[config.mk]
export PLATFORM = sky130hd
export DESIGN_NAME = wm8731_spi_init_flat
export DESIGN_NICKNAME = d
export VERILOG_FILES = /design/src/rtl/wm8731_pkg.sv /design/src/rtl/wm8731_spi_init_if.sv /design/src/rtl/spi_phase_cnt.sv /design/src/rtl/wm8731_spi_init.sv /design/src/flat_wrapper.sv
export SDC_FILE = /design/constraint.sdc
export NUM_CORES = 1
export LEC_CHECK = 0
export BUFFER_PORTS_ARGS = -buffer_cell sky130_fd_sc_hd__clkbuf_2
export CORE_UTILIZATION = 45
export CTS_BUF_LIST = sky130_fd_sc_hd__clkbuf_16
export CTS_CLUSTER_SIZE = 8
export DETAILED_ROUTE_END_ITERATION = 16
export GPL_ROUTABILITY_DRIVEN = 0
export PLACE_DENSITY = 0.68
export SYNTH_ARGS = -nofsm -noshare
export SYNTH_HDL_FRONTEND = slang
export SYNTH_SLANG_ARGS = --single-unit
[constraint.sdc]
create_clock -name clk -period 5.5 [get_ports clk]
set_input_delay 0.275 -clock clk [delete_from_list [all_inputs] [get_ports clk]]
set_output_delay 0.275 -clock clk [all_outputs]
set_load 0.02 [all_outputs]
[src/rtl/wm8731_pkg.sv]
// Shared types and widths for the WM8731 SPI init sequencer.
// Imported by the interface, the phase counter and the top.
package wm8731_pkg;

  localparam int WORD_W = 16;
  localparam int ADDR_W = 8;
  localparam int CNT_W  = 16;
  localparam int BIT_W  = 4;

  typedef enum logic [2:0] {
    IDLE,
    WAIT,
    LOAD,
    SCLK_LO,
    SCLK_HI,
    HOLD,
    GAP,
    DONE
  } state_e;

endpackage

[src/rtl/wm8731_spi_init_if.sv]
// ROM-side and codec-side signals of the init sequencer.
// master = sequencer, slave = ROM/codec/control side.
interface wm8731_spi_init_if;
  import wm8731_pkg::*;

  logic              start;
  logic [ADDR_W-1:0] rom_addr;
  logic [WORD_W-1:0] rom_data;
  logic              spi_csb;
  logic              spi_sclk;
  logic              spi_sdin;
  logic              busy;
  logic              done;

  modport master (
    input  start,
    input  rom_data,
    output rom_addr,
    output spi_csb,
    output spi_sclk,
    output spi_sdin,
    output busy,
    output done
  );

  modport slave (
    output start,
    output rom_data,
    input  rom_addr,
    input  spi_csb,
    input  spi_sclk,
    input  spi_sdin,
    input  busy,
    input  done
  );

endinterface

[src/rtl/spi_phase_cnt.sv]
// Shared phase down-counter; expire is high while the count sits at zero.
// A load of N-1 therefore gives a phase of exactly N cycles.
module spi_phase_cnt
  import wm8731_pkg::*;
#(
  parameter logic [CNT_W-1:0] RST_VAL = '0
) (
  input  logic             clk,
  input  logic             rst,
  input  logic             load,
  input  logic [CNT_W-1:0] load_val,
  output logic             expire
);

  logic [CNT_W-1:0] cnt_q;
  logic [CNT_W-1:0] cnt_d;

  always_comb begin
    cnt_d = cnt_q;
    if (load) begin
      cnt_d = load_val;
    end else if (cnt_q != '0) begin
      cnt_d = cnt_q - 1'b1;
    end
  end

  always_ff @(posedge clk or posedge rst) begin
    if (rst) begin
      cnt_q <= RST_VAL;
    end else begin
      cnt_q <= cnt_d;
    end
  end

  assign expire = (cnt_q == '0);

endmodule

[src/rtl/wm8731_spi_init.sv]
// Walks the init ROM and shifts each word to the WM8731 over 3-wire SPI.
// Words go out MSB first; the codec latches on the CSB rising edge.
module wm8731_spi_init
  import wm8731_pkg::*;
#(
  parameter int CLK_DIV     = 4,
  parameter int ROM_DEPTH   = 11,
  parameter int START_DELAY = 1000,
  parameter int GAP_CYCLES  = 8,
  parameter int AUTO_START  = 1
) (
  input  logic              clk,
  input  logic              rst,
  wm8731_spi_init_if.master bus
);

  localparam logic [CNT_W-1:0] DIV_L =
    CNT_W'(CLK_DIV - 1);
  localparam logic [CNT_W-1:0] START_L =
    CNT_W'(START_DELAY - 1);
  localparam logic [CNT_W-1:0] GAP_L =
    CNT_W'(GAP_CYCLES - 1);
  localparam logic [ADDR_W-1:0] LAST =
    ADDR_W'(ROM_DEPTH - 1);
  localparam state_e RST_ST =
    (AUTO_START != 0) ? WAIT : IDLE;
  localparam logic [CNT_W-1:0] CNT_RST =
    (AUTO_START != 0) ? START_L : '0;

  state_e            state_q, state_d;
  logic [ADDR_W-1:0] addr_q, addr_d;
  logic [WORD_W-2:0] shreg_q, shreg_d;
  logic [BIT_W-1:0]  bit_q, bit_d;
  logic              csb_q, csb_d;
  logic              sclk_q, sclk_d;
  logic              sdin_q, sdin_d;
  logic              busy_q, busy_d;
  logic              done_q, done_d;
  logic              ld;
  logic [CNT_W-1:0]  ld_val;
  logic              expire;

  spi_phase_cnt #(
    .RST_VAL (CNT_RST)
  ) u_cnt (
    .clk      (clk),
    .rst      (rst),
    .load     (ld),
    .load_val (ld_val),
    .expire   (expire)
  );

  always_comb begin
    state_d = state_q;
    addr_d  = addr_q;
    shreg_d = shreg_q;
    bit_d   = bit_q;
    csb_d   = csb_q;
    sclk_d  = sclk_q;
    sdin_d  = sdin_q;
    unique case (state_q)
      IDLE, DONE: begin
        if (bus.start) begin
          state_d = WAIT;
          addr_d  = '0;
        end
      end
      WAIT: begin
        if (expire) state_d = LOAD;
      end
      LOAD: begin
        shreg_d = bus.rom_data[WORD_W-2:0];
        sdin_d  = bus.rom_data[WORD_W-1];
        csb_d   = 1'b0;
        sclk_d  = 1'b0;
        bit_d   = BIT_W'(WORD_W - 1);
        state_d = SCLK_LO;
      end
      SCLK_LO: begin
        if (expire) begin
          sclk_d  = 1'b1;
          state_d = SCLK_HI;
        end
      end
      SCLK_HI: begin
        if (expire) begin
          sclk_d = 1'b0;
          if (bit_q != '0) begin
            sdin_d  = shreg_q[WORD_W-2];
            shreg_d = {shreg_q[WORD_W-3:0], 1'b0};
            bit_d   = bit_q - 1'b1;
            state_d = SCLK_LO;
          end else begin
            state_d = HOLD;
          end
        end
      end
      HOLD: begin
        if (expire) begin
          csb_d   = 1'b1;
          sdin_d  = 1'b0;
          state_d = GAP;
        end
      end
      GAP: begin
        if (expire) begin
          if (addr_q == LAST) begin
            state_d = DONE;
          end else begin
            addr_d  = addr_q + 1'b1;
            state_d = LOAD;
          end
        end
      end
      default: state_d = IDLE;
    endcase

    busy_d = !(state_d inside {IDLE, DONE});
    done_d = (state_d == DONE);

    // every state change restarts the phase timer for the new state
    ld = (state_d != state_q);
    unique case (state_d)
      WAIT:    ld_val = START_L;
      GAP:     ld_val = GAP_L;
      default: ld_val = DIV_L;
    endcase
  end

  always_ff @(posedge clk or posedge rst) begin
    if (rst) begin
      state_q <= RST_ST;
      addr_q  <= '0;
      shreg_q <= '0;
      bit_q   <= '0;
      csb_q   <= 1'b1;
      sclk_q  <= 1'b0;
      sdin_q  <= 1'b0;
      busy_q  <= 1'b0;
      done_q  <= 1'b0;
    end else begin
      state_q <= state_d;
      addr_q  <= addr_d;
      shreg_q <= shreg_d;
      bit_q   <= bit_d;
      csb_q   <= csb_d;
      sclk_q  <= sclk_d;
      sdin_q  <= sdin_d;
      busy_q  <= busy_d;
      done_q  <= done_d;
    end
  end

  assign bus.rom_addr = addr_q;
  assign bus.spi_csb  = csb_q;
  assign bus.spi_sclk = sclk_q;
  assign bus.spi_sdin = sdin_q;
  assign bus.busy     = busy_q;
  assign bus.done     = done_q;

endmodule
[src/flat_wrapper.sv]
// flat-port wrapper written by rule: the top's interface ports become plain ports
module wm8731_spi_init_flat import wm8731_pkg::*;
#(
  parameter int CLK_DIV     = 4,
  parameter int ROM_DEPTH   = 11,
  parameter int START_DELAY = 1000,
  parameter int GAP_CYCLES  = 8,
  parameter int AUTO_START  = 1
)
  (clk, rst, bus_start, bus_rom_data, bus_rom_addr, bus_spi_csb, bus_spi_sclk, bus_spi_sdin, bus_busy, bus_done);
  wm8731_spi_init_if bus_i ();
  input  logic clk;
  input  logic rst;
  input wire logic [$bits(bus_i.start)-1:0] bus_start;
  input wire logic [$bits(bus_i.rom_data)-1:0] bus_rom_data;
  output wire logic [$bits(bus_i.rom_addr)-1:0] bus_rom_addr;
  output wire logic [$bits(bus_i.spi_csb)-1:0] bus_spi_csb;
  output wire logic [$bits(bus_i.spi_sclk)-1:0] bus_spi_sclk;
  output wire logic [$bits(bus_i.spi_sdin)-1:0] bus_spi_sdin;
  output wire logic [$bits(bus_i.busy)-1:0] bus_busy;
  output wire logic [$bits(bus_i.done)-1:0] bus_done;
  assign bus_i.start = bus_start;
  assign bus_i.rom_data = bus_rom_data;
  assign bus_rom_addr = bus_i.rom_addr;
  assign bus_spi_csb = bus_i.spi_csb;
  assign bus_spi_sclk = bus_i.spi_sclk;
  assign bus_spi_sdin = bus_i.spi_sdin;
  assign bus_busy = bus_i.busy;
  assign bus_done = bus_i.done;
  wm8731_spi_init #(.CLK_DIV(CLK_DIV), .ROM_DEPTH(ROM_DEPTH), .START_DELAY(START_DELAY), .GAP_CYCLES(GAP_CYCLES), .AUTO_START(AUTO_START)) u_core (.clk(clk), .rst(rst), .bus(bus_i));
endmodule
Yosys cells after proc, flatten, opt, wreduce, memory -nomap -nowiden. Cells that the tools add are included.

Register bits: 51. Word-level logic and storage cells: 80. Input port bits: 19. Output and inout bits: 13.

Reductions and logical operators: 19. Multiplexer cells: 29. Equal/unequal tests: 19. Add/subtract/negate cells: 3.

Operators by type and width (count): 2-to-1 mux 16 bit (2); 2-to-1 mux 15 bit (2); case mux 15 bit (2 select lines) (1); 2-to-1 mux 3 bit (8); 2-to-1 mux 8 bit (3); case mux 3 bit (7 select lines) (1); case mux 10 bit (2 select lines) (1); == test 3 bit (second input constant) (6); zero test 16 bit (1); case mux 8 bit (2 select lines) (1); nonzero test 16 bit (1); subtractor 16 x 1 -> 16 bit (second input constant) (1); != test 2 x 1 -> 1 bit (second input constant) (5); nonzero test 2 bit (5); adder 8 x 1 -> 8 bit (second input constant) (1); == test 8 x 4 -> 1 bit (second input constant) (1); 2-to-1 mux 4 bit (2); case mux 4 bit (2 select lines) (1); AND reduction 4 bit (2); == test 3 x 1 -> 1 bit (second input constant) (2); == test 3 x 2 -> 1 bit (second input constant) (2); zero test 3 bit (2); case mux 1 bit (3 select lines) (2); AND reduction 3 bit (2); 10 further kinds (15).

Depth between registers and ports, before layout. Gate-level depths: netlist of run 1.

Depth in word-level cells: 7. Depth in mapped cells: 9. Depth with buffers taken out: 8.

Cells and area by module. A second synthesis of run 1 with hierarchy kept.

Cells, all modules: 293. Area total of the unflattened synthesis: 2964.1 µm².

By module, submodules not included: wm8731_spi_init (area each 1960.6 µm², instances 1, sequential area each 878.3 µm², cells each 191); spi_phase_cnt (area each 1003.5 µm², instances 1, sequential area each 410.4 µm², cells each 102).

Worst setup path before layout of run 1. No wires, ideal clock.

Kind: register -> register. From: register u_core.u_cnt.cnt_q[0]. To: register u_core.sdin_q (netlist: u_core.bus.spi_sdin). Stages on the path, launching flop included: 9. Arrival time: 2.075 ns. Path buffers: 0. Required time: 5.372 ns. Library setup time: 0.128 ns. Path slack: 3.297 ns. Clock period less this slack: 2.203 ns. Cells stage by stage: dfstp_2 -> inv_1 -> ha_1 -> nor4b_4 -> nand4_1 -> o31ai_2 -> nand2_1 -> o31ai_1 -> mux2_1.

Word-level cells in the longest chain between the ends: 3. Elaborated cells between the ends (all ways): 4. Classes of those cells: eq/ne: 2; reduce/logical: 2.

Ends and longest elaborated chain: from (decl) (RTL line spi_phase_cnt.sv:15) `logic [CNT_W-1:0] cnt_q;`; from (signal assigned) (RTL line spi_phase_cnt.sv:31) `cnt_q <= cnt_d;`; zero test 16 bit (*) (RTL line spi_phase_cnt.sv:35) `assign expire = (cnt_q == '0);`; != test 2 x 1 -> 1 bit (no source line); AND reduction 4 bit (no source line) (*); to (signal assigned) (RTL line wm8731_spi_init.sv:148) `sdin_q <= sdin_d;`; to (decl) (RTL line wm8731_spi_init.sv:36) `logic sdin_q, sdin_d;`.

Every way passes the cells marked *; elsewhere a longest branch is shown, timed or not. A chain may end at the register's enable or synchronous reset.

Worst setup path in the final report of run 1.
From: register u_core.u_cnt.cnt_q[13]. To: register u_core.sdin_q (netlist: u_core.bus.spi_sdin).

The elaborated chain is that of the path after synthesis.

==> impl_results.md, run 1 <==
- Status: finished clean
- Arr. time, crit path: 3.78 ns
- Actual transition at the worst max-transition pin: 1.03 ns
- Vias/cell: 5.48
- Reg clk slew, reported paths: 0.07 ns
- Routed WL: 5.49 mm
- DR WL/cell: 14.0 µm
- Vias: 2152
- Mux cell area share after synthesis: 6.56%
- Required time of the critical path: 5.68 ns
- Critical path fanouts, max: 32
- Setup bufs post-CTS: 0
- Post-Synth Adder-Cell Area: 1.80%
- Peak supply drop: 0.192 mV
- Sequential Power Share: 49.8%
- Drt first pass iters: 4
- CTS tree: built
- Antenna violations before repair: 0
- Switching Share: 35.3%
- Largest family of logic cells by synthesized area: simple AND/OR/NAND/NOR gates
- CTS root buf: clkbuf_16
- Area Overhead vs Synth: 12.2%
- Mapped Nets: 316
- Cell area after layout: 3120 µm²
- Die Ht: 80.6 µm
- Vias in the first global route: 2038
- Top FF cell, synth: dfrtp_1
- Mean Syn Cell Area: 9.50 µm²
- Yosys cell types: 49
- Post-synth ARST share: 100%
- Fraction of layout instances using a drive strength above 1: 19.2%
- Syn Inst Count: 293
- Cell area after synthesis: 2780 µm²
- Final setup fails: 0
- Max_slew headroom: 31.5%
- Sequential area share after synthesis: 46.3%
- DIE WIDTH: 80.6 µm
- DP Worst Slack: 1.95 ns
- Critical Path Sink Type: flop
- Max-cap violations: 0
- Inst Count DP: 385
- ANT cells: 0
- Post-route ant nets: 0
- Int Power: 0.868 mW
- CP Launch Type: flop
- DIE AREA: 6500 µm²
- Combinational group share of total power: 26.7%
- Dpl cell area: 2980 µm²
- Minimum clock period: 3.60 ns
- Total GRT Usage: 18.7%
- CTS sink count: 51
- Clock Path Buffers: 2
- Power Total: 1.34 mW
- # rows: 28
- Post-Synth Simple-Gate Area: 22.7%
- Final Non-Filler Cells: 393
- Clk Latency, worst-skew pair: 0.30 ns
- Io pins: 32
- Clock Power Share: 23.5%
- Hold crit path type: input pin to asynchronous set/reset pin
- Peak Freq: 278 MHz
- Post-CTS sizing: 0
- Final WS setup: 1.90 ns
- Pleak: 1.31 nW
- P_sw: 0.475 mW
- H-tree depth: 2
- Final HPWL from detailed placement: 3.78 mm
- Largest net degree at the start of global routing: 52
- Yosys warnings: 0
- Critical path class: flop to flop
- Clock skew: 0.00953 ns
- DRT iter0 DRCs: 125
- P per Cell Area: 430 nW/µm²
- Setup Total Neg Slack: 0 ns
- Residual DRC: 0
- Final Net Count: 340
- Unrepaired setup endpoints after global routing: no
- Post-route clock period utilization: 65.4%
- Compound-Gate Fraction of Synth Area: 13.0%
- Starting density of the core: 46.7%
- I/O Buffers: 31
- Flops & latches, synth: 51
- Total grt overflow: 0
- Max Transition Viols Final: 0
- CORE AREA: 5960 µm²
- Post-synth EDFFs: 0
- Post-Synth XOR/XNOR Area: 5.98%
- Total CTS buffers: 5
- First-pass GRT wire length: 9.30 mm
- Final Hold Viols: 0
- Hold Buf Count CTS: 0
[final cells by class]
type / instances / area [µm²]
Timing Repair Buffer: 31 / 155
Multi-Input combinational cell: 216 / 1390
Inverter: 12 / 45.0
Fill cell: 591 / 2830
Clock buffer: 5 / 125
Clock inverter: 3 / 22.5
Tap cell: 75 / 93.8
Sequential cell: 51 / 1290
[cells by family (layout without fill, tap and decap cells)]
| logic type | count (synthesis) | in the layout |
|---|---|---|
| AND/OR/NAND/NOR | 114 | 114 |
| AO/OA/AOI/OAI | 61 | 61 |
| flip-flops | 51 | 51 |
| buffers and inverters | 26 | 51 |
| XOR/XNOR | 19 | 19 |
| multiplexers | 18 | 18 |
| adder cells (fa/ha/maj) | 4 | 4 |
[layout by cell type, fill, tap and decap left out, types with 4 or more instances in the layout]
cell type and instances:
nand3_1 10, dfrtp_1 41, clkbuf_16 5, xor2_1 12, dfstp_2 10, inv_1 10
nand2b_1 4, nor3_1 8, nor2_1 23, ha_1 4, mux2i_1 16, o21ai_1 16
xnor2_1 7, and3_1 6, clkbuf_2 31, o21ai_0 11, a21oi_1 18, nand2_1 36
nand4_1 6
[power groups by stage]
stage | Combinational [mW] | Sequential, mW | Clock, mW
3_5_place_dp | 0.360 | 0.673 | 0
2_1_floorplan | 0.290 | 0.647 | 0
4_1_cts | 0.362 | 0.668 | 0.321
6_report | 0.358 | 0.669 | 0.316
5_1_grt | 0.413 | 0.689 | 0.337
3_3_place_gp | 0.349 | 0.667 | 0
[per-stage QoR]
stage	hold slack, ns	utilization (%)
2_1_floorplan	0.445	-
3_3_place_gp	0.469	50.0
3_5_place_dp	0.473	50.0
4_1_cts	0.230	52.4
5_1_grt	0.248	52.4
6_report	0.196	52.4
[registers in the layout, summed over array words and instances, names as in the netlist]
register	count
u_core.bus.done	1
u_core.u_cnt.cnt_q	16
u_core.state_q	3
u_core.bus.spi_csb	1
u_core.bus.busy	1
u_core.bit_q	4
u_core.bus.rom_addr	8
u_core.bus.spi_sdin	1
u_core.bus.spi_sclk	1
u_core.shreg_q	15
[final timing paths]
| path | to | slack [ns] | start | depth (start not counted) |
|---|---|---|---|---|
| max in group asynchronous | u_core.bus.rom_addr[7]$_DFFE_PP0P_ | 4.66 | rst | 2 |
| min in group clk | u_core.shreg_q[0]$_DFFE_PP0P_ | 0.23 | bus_rom_data[0] | 2 |
| setup / recovery | u_core.bus.spi_sdin$_DFFE_PP0P_ | 1.90 | u_core.u_cnt.cnt_q[13]$_DFFE_PP0P_ | 6 |
| hold / removal | u_core.bus.rom_addr[1]$_DFFE_PP0P_ | 0.20 | rst | 2 |
| setup reg to reg | u_core.bus.spi_sdin$_DFFE_PP0P_ | 1.90 | u_core.u_cnt.cnt_q[13]$_DFFE_PP0P_ | 6 |
| hold reg to reg | u_core.bus.spi_csb$_DFFE_PP1P_ | 0.48 | u_core.bus.spi_csb$_DFFE_PP1P_ | 2 |
[Yosys cell counts (all sizes together) (3+ instances only)]
cell type	number	area [µm²]
dfrtp	41	1030
nor4	3	48.8
mux2i	16	160
nand2b	4	25.0
inv	11	41.3
clkbuf	11	41.3
a21oi	18	90.1
nor3	8	40.0
and3	6	37.5
nand4	7	58.8
nor2	25	98.8
nand3	10	50.1
dfstp	10	263
xnor2	7	61.3
nor4b	4	56.3
nand2	36	135
buf	3	15.0
xor2	12	105
ha	4	50.1
o21ai	27	135
o31ai	4	40.0
[critical path, cell delays in order, from the launching register on]
cell and delay, ns:
dfrtp_1 0.41, nor3_1 0.59, nand4_1 0.67, o31ai_2 0.55, nand2_1 0.63, o31ai_1 0.26, mux2_1 0.35
[per-layer routing]
| metal | global-route usage, % | part of all wire (%) |
|---|---|---|
| met1 | 26.1 | 47 |
| met2 | 28.4 | 47 |
| met3 | 4.20 | 4.6 |
| met4 | 6.07 | 1.1 |
| met5 | 0 | 0 |
(Power assumes the default switching activity.)
==> inputs of run 2 (changes only) <==
==> constraint.sdc (replaced) <==
create_clock -name clk -period 3.6 [get_ports clk]
set_input_delay 0.18 -clock clk [delete_from_list [all_inputs] [get_ports clk]]
set_output_delay 0.18 -clock clk [all_outputs]
set_load 0.02 [all_outputs]
==> run 2 against run 1 <==
Compared with the run above:
- power increased by 57%
- sequential share of layout area decreased by 0.55 points
- die area unchanged
- first-iteration DRC count decreased by 26%
- global-route usage increased by 0.062 points
- sequential power increased by 52%
- sequential cell count unchanged
- final cell count increased by 0.76%
- critical path depth increased by 2
- critical path type unchanged
==> impl_results.md, run 2 (synthesis results as in run 1) <==
- Final Non-Filler Cells: 396 (+0.76%)
- Post-CTS sizing: 0 (unchanged)
- CP Launch Type: flop
- Setup bufs post-CTS: 0 (unchanged)
- DIE WIDTH: 80.6 µm (unchanged)
- Antenna violations before repair: 0 (unchanged)
- Total of fill cells in the finished design: 554 (-6.3%)
- Vias/cell: 5.45 (-0.48%)
- Max reg flops: 16 (unchanged)
- Inst Count DP: 388 (+0.78%)
- P per Cell Area: 664 nW/µm² (+54%)
- Area Overhead vs Synth: 13.8%
- Vias in the first global route: 2026 (-0.59%)
- Fraction of layout instances using a drive strength above 1: 19.6% (+0.44 points)
- Residual DRC: 0 (unchanged)
- Most frequent cells in the layout: dfrtp_1, nand2_1, clkbuf_2, nor2_1, a21oi_1
- Worst r2r dst: u_core.u_cnt.cnt_q[2]$_DFFE_PP1P_
- Total GRT Usage: 18.7% (+0.062 points)
- Power Total: 2.10 mW (+57%)
- Critical path class: flop to flop
- DIE AREA: 6500 µm² (unchanged)
- Hold Buf Count CTS: 0 (unchanged)
- DR WL/cell: 13.8 µm (-1.5%)
- Most flop-heavy register: u_core.u_cnt.cnt_q
- # rows: 28 (unchanged)
- Peak Freq: 370 MHz (+33%)
- FF-to-FF path depth: 8 (+2)
- H-tree depth: 2 (unchanged)
- Critical-path cell list: inv_1 > ha_1 > nor4b_4 > nand4_4 > nor2_2 > a211oi_1 > a21oi_1 > a2bb2oi_1
- Die Ht: 80.6 µm (unchanged)
- Reg clk slew, reported paths: 0.07 ns (about the same)
- Status: finished clean
- Total grt overflow: 0 (unchanged)
- Total CTS buffers: 5 (unchanged)
- Hold crit path type: input pin to asynchronous set/reset pin
- Starting density of the core: 46.7% (unchanged)
- Final Hold Viols: 0 (unchanged)
- CP peak stage delay: 0.68 ns (about the same)
- I/O Buffers: 31 (unchanged)
- Minimum clock period: 2.70 ns (-0.895 ns)
- CTS sink count: 51 (unchanged)
- Final Net Count: 343 (+0.88%)
- Required time of the critical path: 3.82 ns (-1.86 ns)
- First-pass GRT wire length: 9.35 mm (+0.52%)
- CTS tree: built
- Worst R2R Setup Slack: 0.90 ns (-1.01 ns)
- Post-route ant nets: 0 (unchanged)
- Max_slew headroom: 31.1% (-0.34 points)
- Unrepaired setup endpoints after global routing: no
- Arr. time, crit path: 2.92 ns (-0.86 ns)
- Clock Path Buffers: 2 (unchanged)
- Critical path fanouts, max: 11 (-66%)
- Clock skew: 0.00775 ns (-0.00178 ns)
- Peak supply drop: 0.299 mV (+56%)
- DRT iter0 DRCs: 93 (-26%)
- CORE AREA: 5960 µm² (unchanged)
- DP Worst Slack: 0.923 ns (-1.03 ns)
- ANT cells: 0 (unchanged)
- Largest net degree at the start of global routing: 52 (unchanged)
- Final setup fails: 0 (unchanged)
- Max Transition Viols Final: 0 (unchanged)
- CTS root buf: clkbuf_16
- Drt first pass iters: 4 (unchanged)
- Max-cap violations: 0 (unchanged)
- Final WS setup: 0.899 ns (-1.01 ns)
- Setup Total Neg Slack: 0 ns (unchanged)
- FF-to-FF Start: u_core.u_cnt.cnt_q[0]$_DFFE_PP1P_
- Slowest CP cell: a21oi_1
- Area of the multi-input gates: 1390 µm² (unchanged)
- Final HPWL from detailed placement: 3.83 mm (+1.4%)
- Vias: 2158 (+0.28%)
- Io pins: 32 (unchanged)
- Clk Latency, worst-skew pair: 0.29 ns (about the same)
- Post-route clock period utilization: 75.0% (+9.6 points)
- Pleak: 1.33 nW (+1.6%)
- Actual transition at the worst max-transition pin: 1.03 ns (+0.00469 ns)
- Reg area: 1290 µm² (unchanged)
- Routed WL: 5.45 mm (-0.73%)
- Critical Path Sink Type: flop
- Commonest non-fill, non-tap cell in the layout: dfrtp_1
run 2: cell types whose count changed in the layout (fill, tap and decap cells not counted):
cell	previous run	this run
buf_4	0	3
bufinv_16	0	1
clkinv_1	1	2
clkinv_2	1	0
inv_6	2	1
run 2: final cells by class:
cell class              count  area share, %
multi-input cells         216           44.0
flip-flops and latches     51           40.7
repair buffers             34           5.61
clock buffers               5           3.95
well taps                  75           2.96
inverters                  12           1.42
clock inverters             3           1.34
run 2: worst max-delay path: cells and delay by family (launching register included):
kind | cells | cell delay [ns]
DFF | 1 | 0.39
buffers and inverters | 1 | 0.06
AOI/OAI and AO/OA | 3 | 1.07
and+or+nand+nor | 3 | 0.92
adders and majority gates | 1 | 0.20
run 2: layer usage:
metal	part of all wire, %	wire length [µm]	global-route usage [%]
met1	48	2610	25.5
met2	47	2560	29.7
met3	3.7	203	3.75
met4	1.4	76	6.07
met5	0	0	0
run 2: stage by stage:
step | instance area (µm²) | util [%] | hold slack, ns
4_1_cts | 3170 | 53.2 | 0.134
6_report | 3170 | 53.2 | 0.125
2_1_floorplan | 2780 | - | 0.350
5_1_grt | 3170 | 53.2 | 0.140
3_3_place_gp | 3000 | 50.3 | 0.437
3_5_place_dp | 3000 | 50.3 | 0.440
run 2: worst max path at each step:
stage	start	end	slack, ns	depth (start not counted)
2_1_floorplan	u_core.u_cnt.cnt_q[0]$_DFFE_PP1P_	u_core.bus.spi_sdin$_DFFE_PP0P_	1.40	8
3_3_place_gp	u_core.u_cnt.cnt_q[0]$_DFFE_PP1P_	u_core.u_cnt.cnt_q[2]$_DFFE_PP1P_	0.99	8
3_5_place_dp	u_core.u_cnt.cnt_q[0]$_DFFE_PP1P_	u_core.u_cnt.cnt_q[2]$_DFFE_PP1P_	0.92	8
4_1_cts	u_core.u_cnt.cnt_q[0]$_DFFE_PP1P_	u_core.u_cnt.cnt_q[2]$_DFFE_PP1P_	0.92	8
5_1_grt	u_core.u_cnt.cnt_q[0]$_DFFE_PP1P_	u_core.u_cnt.cnt_q[2]$_DFFE_PP1P_	0.59	8
6_report	u_core.u_cnt.cnt_q[0]$_DFFE_PP1P_	u_core.u_cnt.cnt_q[2]$_DFFE_PP1P_	0.90	8
run 2: where the power goes:
| part | leakage (nW) | internal, mW | switching [mW] |
|---|---|---|---|
| Clock | 0.0818 | 0.328 | 0.204 |
| Sequential | 0.574 | 0.811 | 0.212 |
| Combinational | 0.677 | 0.253 | 0.293 |
